--- config.mk ---
export PLATFORM = sky130hd
export DESIGN_NAME = fetch_unit
export DESIGN_NICKNAME = d
export VERILOG_FILES = /design/src/rtl/riscv_pkg.sv /design/src/rtl/fetch_buf.sv /design/src/rtl/fetch_unit.sv
export SDC_FILE = /design/constraint.sdc
export NUM_CORES = 1
export LEC_CHECK = 0
export BUFFER_PORTS_ARGS = -buffer_cell sky130_fd_sc_hd__buf_2
export CAP_MARGIN = 20
export CORE_MARGIN = 4
export CORE_UTILIZATION = 38
export CTS_CLUSTER_DIAMETER = 60
export DETAILED_ROUTE_END_ITERATION = 7
export PLACE_DENSITY = 0.59
export REMOVE_ABC_BUFFERS = 1
export SKIP_CTS_REPAIR_TIMING = 1
export SYNTH_ARGS = -nofsm -noshare
export SYNTH_HDL_FRONTEND = slang
export SYNTH_HIERARCHICAL = 1
export SYNTH_SLANG_ARGS = --single-unit
--- constraint.sdc ---
create_clock -name clk -period 9.7 [get_ports clk]
set_input_delay 1.94 -clock clk [delete_from_list [all_inputs] [get_ports clk]]
set_output_delay 1.94 -clock clk [all_outputs]
set_load 0.02 [all_outputs]
--- src/rtl/riscv_pkg.sv ---
// Shared fetch-side types for the core.
// Entry layout and FSM encoding used by fetch_unit and fetch_buf.
package riscv_pkg;

  localparam int unsigned XLEN_W = 32;

  localparam logic [XLEN_W-1:0] NOP_INSTR = 32'h0000_0013;

  typedef enum logic [1:0] {
    RUN   = 2'd0,
    FAULT = 2'd1,
    HALT  = 2'd2
  } fetch_state_t;

  typedef struct packed {
    logic [XLEN_W-1:0] pc;
    logic [XLEN_W-1:0] instr;
    logic              fault;
  } fetch_entry_t;

  localparam fetch_entry_t EMPTY_ENTRY = '{
    pc:    '0,
    instr: NOP_INSTR,
    fault: 1'b0
  };

endpackage

--- src/rtl/fetch_buf.sv ---
// Small synchronous FIFO of fetch entries.
// Flush and reset both clear it; a pop frees a full slot the same cycle.
module fetch_buf
  import riscv_pkg::*;
#(
  parameter int DEPTH = 2
) (
  input  logic         clk,
  input  logic         rst,
  input  logic         push,
  input  logic         pop,
  input  logic         flush,
  input  fetch_entry_t din,
  output fetch_entry_t head,
  output logic         full,
  output logic         empty
);

  localparam int AW = (DEPTH > 1) ? $clog2(DEPTH) : 1;

  fetch_entry_t   mem [DEPTH];
  logic [AW-1:0]  rd;
  logic [AW-1:0]  wr;
  logic [AW:0]    cnt;
  logic           do_pop;
  logic           do_push;

  assign empty   = (cnt == '0);
  assign full    = (cnt == (AW+1)'(DEPTH));
  assign do_pop  = pop & ~empty;
  assign do_push = push & (~full | do_pop);
  assign head    = empty ? EMPTY_ENTRY : mem[rd];

  always_ff @(posedge clk) begin
    if (rst || flush) begin
      rd  <= '0;
      wr  <= '0;
      cnt <= '0;
    end else begin
      if (do_push) wr <= wr + AW'(1);
      if (do_pop)  rd <= rd + AW'(1);
      cnt <= cnt + (AW+1)'(do_push)
                 - (AW+1)'(do_pop);
    end
  end

  always_ff @(posedge clk) begin
    if (do_push && !rst && !flush) begin
      mem[wr] <= din;
    end
  end

endmodule

--- src/rtl/fetch_unit.sv ---
// Fetch PC, legality check and fetch-buffer push control.
// A bad PC yields one fault entry, then fetch halts until redirect.
module fetch_unit
  import riscv_pkg::*;
#(
  parameter int               XLEN         = 32,
  parameter logic [XLEN-1:0]  RESET_VECTOR = 32'h0000_0000,
  parameter int               MEM_SIZE     = 256,
  parameter int               BUF_DEPTH    = 2
) (
  input  logic            clk,
  input  logic            rst,
  output logic [XLEN-1:0] Iaddress,
  input  logic [XLEN-1:0] Idata,
  input  logic            redirect_valid,
  input  logic [XLEN-1:0] redirect_pc,
  output logic            out_valid,
  input  logic            out_ready,
  output logic [XLEN-1:0] out_instr,
  output logic [XLEN-1:0] out_pc,
  output logic            out_fault
);

  localparam logic [XLEN-1:0] LIMIT =
    XLEN'(MEM_SIZE) << 2;

  logic [XLEN-1:0] fpc;
  fetch_state_t    state;
  fetch_state_t    state_n;
  logic [XLEN-1:0] fpc_n;
  fetch_entry_t    head;
  fetch_entry_t    din;
  logic            full;
  logic            empty;
  logic            pop;
  logic            push;
  logic            can_push;
  logic            legal;

  assign Iaddress  = fpc;
  assign out_valid = ~empty;
  assign out_pc    = head.pc;
  assign out_instr = head.instr;
  assign out_fault = head.fault;

  assign pop      = out_valid & out_ready;
  assign can_push = ~full | pop;
  assign legal    = (fpc[1:0] == 2'b00) && (fpc < LIMIT);

  always_comb begin
    state_n = state;
    fpc_n   = fpc;
    push    = 1'b0;
    din     = '{pc: fpc, instr: Idata, fault: 1'b0};
    if (redirect_valid) begin
      state_n = RUN;
      fpc_n   = redirect_pc;
    end else begin
      unique case (1'b1)
        (state == RUN): begin
          if (!legal) begin
            state_n = FAULT;
          end else if (can_push) begin
            push  = 1'b1;
            fpc_n = fpc + XLEN'(4);
          end
        end
        (state == FAULT): begin
          din.instr = NOP_INSTR;
          din.fault = 1'b1;
          if (can_push) begin
            push    = 1'b1;
            state_n = HALT;
          end
        end
        default: begin
        end
      endcase
    end
  end

  always_ff @(posedge clk) begin
    if (rst) begin
      fpc   <= RESET_VECTOR;
      state <= RUN;
    end else begin
      fpc   <= fpc_n;
      state <= state_n;
    end
  end

  fetch_buf #(
    .DEPTH (BUF_DEPTH)
  ) u_buf (
    .clk   (clk),
    .rst   (rst),
    .push  (push),
    .pop   (pop),
    .flush (redirect_valid),
    .din   (din),
    .head  (head),
    .full  (full),
    .empty (empty)
  );

endmodule

==> impl_metrics.py <==
metrics = {
    "synth": {
        "ys_ff_latch": 169,
        "synthTopCellsByArea": "edfxtp_1, mux2i_1, dfxtp_1, nor2_1, buf_4",
        "synthArstFlopShare": 0,
        "ys_seq_area_frac": 0.6545,
        "synth_top_area_cell": "edfxtp_1",
        "synth_xor_xnor_area_share": 0.002448,
        "ys_types": 47,
        "netlist_instances": 541,
        "ys.flop_type": "edfxtp_1",
        "post_synth.cell_area_avg_um2": 13.23,
        "yosys_warnings": 6,
        "synth_top_area_share": 0.5455,
        "synth-edff-count": 130,
        "synth_area_um2": 7157,
        "synth_top_family_by_area": "multiplexers",
        "synth-compound-area-share": 0.03671,
        "synthAdderAreaFrac": 0.003497,
        "synth.area.mux_share": 0.1231,
        "synth-simple-area-share": 0.1226,
    },
    "detailed_routing": {
        "maxUsedRoutingLayer": "met5",
        "drc": 0,
        "wl_um": 15640,
        "drt-wirelength-per-cell_um": 17.12,
        "vias": 4496,
        "wl_met2_um": 7462,
        "wl_met1_um": 7103,
        "drt_pre_antenna_iters": 5,
        "drtIter0Drc": 281,
        "wl_met3_um": 887,
        "viasPerCell": 4.924,
        "drtAntennaViolNets": 0,
    },
    "sta": {
        "hold_ws_ns": 0.5206,
        "relSlewSlack": 0.3431,
        "final.setup.tns_ns": 0,
        "post-route-min-period_ns": 4.402,
        "timing.final.crit_share": 0.4539,
        "hold_viol_final": 0,
        "worst_pin_slew_ns": 0.9854,
        "slew_viol_final": 0,
        "rsz0062_at_grt": "no",
        "setup_viol": 0,
        "fmax_mhz": 227.1,
        "fin_skew_ns": 0.009580,
    },
    "final_layout": {
        "layout-drive-gt1-share": 0.3099,
        "multi_input_area_um2": 2086,
        "diodes": 0,
        "area_delta_synth_final_pct": 19.84,
        "final-seq-area_um2": 4688,
        "finalNetCount": 741,
        "final_area_um2": 8577,
        "nFillCells": 1637,
    },
    "cts": {
        "clk_pin_slew_worst_paths_ns": 0.06,
        "cts-root-buf": "clkbuf_16",
        "numCtsBuffers": 17,
        "cts_buffer_depth": 2,
        "cts_tree": "built",
        "htreeDepth": 4,
        "cts_sinks": 169,
        "clock_latency_ns": 0.42,
    },
    "status": {
        "status": "complete, no violations",
    },
    "setup_path": {
        "slowest_stage": "nor2_4",
        "endpoint_kind": "flip-flop",
        "critPathLaunch": "redirect_valid",
        "crit_family": "buffers and inverters",
        "cp_slowest_stage_delay_ns": 0.74,
        "startpoint_type": "primary input",
        "path_buf_inv": 3,
        "cp.arrival_ns": 4.46,
        "path_max_fanout": 36,
        "reg2reg_from": "Iaddress[26]",
        "required_ns": 9.75,
        "cp_cell_sequence": "buf_2, clkinv_1, o211a_1, nand3_1, nor2_4, buf_4",
        "crit_type": "in2reg",
    },
    "global_routing": {
        "antenna_found_initial": 1,
        "grt_first_pass_wirelength_um": 24850,
        "grt_pass1_vias": 4601,
        "grt_usage": 0.1490,
        "grt_start_max_net_pins": 66,
        "grt.overflow.total": 0,
    },
    "worst_hold_path": {
        "min_path_type": "reg2reg",
        "min_from": "Iaddress[25]",
    },
    "place": {
        "port_buffers": 165,
        "finalWeightedCongestion": 0.8597,
        "dp_hpwl_um": 10280,
        "placed_area_um2": 7928,
    },
    "power_and_ir_drop": {
        "p_per_area_nw_per_um2": 188.3,
        "p_leak_uw": 0.003302,
        "vdd_drop_max_mv": 0.1201,
    },
    "floorplan": {
        "die-area_um2": 21090,
        "fp.dieH_um": 145.2,
        "fp-row-count": 49,
        "initial_core_util": 0.3917,
        "dieWidth_um": 145.2,
        "coreArea_um2": 18270,
        "ios": 166,
    },
    "run": {
        "maxCapViolCount": 0,
    },
}
-- placed cells by master, fill, tap and decap left out, types with 4 or more instances in the layout --
cell type | synthesis | routed
mux2i_1 | 88 | 88
nor3_1 | 6 | 6
or2_2 | 4 | 4
o21ai_0 | 8 | 8
dfxtp_1 | 39 | 38
nand3_1 | 9 | 9
inv_1 | 4 | 4
buf_2 | 12 | 165
o211ai_1 | 6 | 6
nor2_1 | 96 | 95
edfxtp_1 | 130 | 130
a21oi_1 | 5 | 5
bufinv_16 | 0 | 4
clkbuf_16 | 0 | 17
nor4_1 | 5 | 5
nand2_1 | 8 | 8
nor2b_1 | 32 | 32
-- through the flow --
| step | total power [uW] | utilization | worst slack [ns] | std cells |
|---|---|---|---|---|
| 2_1_floorplan | 876.2 | - | 3.814 | 483 |
| 3_3_place_gp | 922.8 | 0.4339 | 4.948 | 880 |
| 3_5_place_dp | 926.3 | 0.4339 | 4.783 | 880 |
| 4_1_cts | 1632 | 0.4680 | 5.248 | 912 |
| 5_1_grt | 1676 | 0.4695 | 5.050 | 913 |
| 6_report | 1615 | 0.4695 | 5.298 | 913 |
-- synthesized netlist by cell type (2+ instances only) --
master / instances
a21oi_1: 5
a311o_2: 2
a31oi_1: 2
a32oi_1: 3
and2_1: 3
and3_1: 2
and4_1: 2
buf_2: 12
buf_4: 38
buf_6: 2
clkbuf_1: 6
dfxtp_1: 39
edfxtp_1: 130
ha_1: 2
inv_1: 4
mux2i_1: 88
nand2_1: 8
nand3_1: 9
nand4_1: 3
nor2_1: 96
nor2b_1: 32
nor3_1: 6
nor4_1: 5
nor4_2: 2
o211ai_1: 6
o21ai_0: 8
or2_2: 4
or3_1: 2
or4_1: 2
-- registers in the layout, indices dropped and copies added (netlist names), named ones only --
register and count:
u_buf/mem 130, u_buf/cnt 2, state 2, Iaddress 32, u_buf/rd 1, u_buf/wr 1
-- final cells by class --
cell class	count	share of cell area
clock inverter	11	0.01999
tap	229	0.03341
multi-input combinational	309	0.2432
timing repair buffer	169	0.1021
sequential	169	0.5466
clock buffer	21	0.05252
inverter	5	0.002188
-- path summary, 6_finish.rpt --
path | end | slack (ns) | cells past startpoint
max reg2reg | u_buf/mem[0][48] | 5.96 | 7
min reg2reg | u_buf/mem[1][58] | 0.52 | 0
max | u_buf/mem[0][48] | 5.30 | 6
min | u_buf/mem[1][58] | 0.52 | 0
-- layer usage --
| metal | track usage | vias to the layer above |
|---|---|---|
| met5 | 0 | - |
| met1 | 0.1960 | 2145 |
| met3 | 0.04740 | 16 |
| li1 | - | 2188 |
| met2 | 0.2363 | 145 |
| met4 | 0.04701 | 2 |
-- cells by family after synthesis --
logic type                 after synthesis
AOI/OAI and AO/OA                       36
and+or+nand+nor                        181
buffers and inverters                   63
muxes                                   88
adders and majority gates                2
DFF                                    169
xor gates and xnor gates                 2
-- where the power goes --
part	internal [uW]	total (uW)	switching, uW
clock network	439	706	267
logic	38.4	99.4	61.1
registers	794	810	15.8
(Power assumes the default switching activity.)
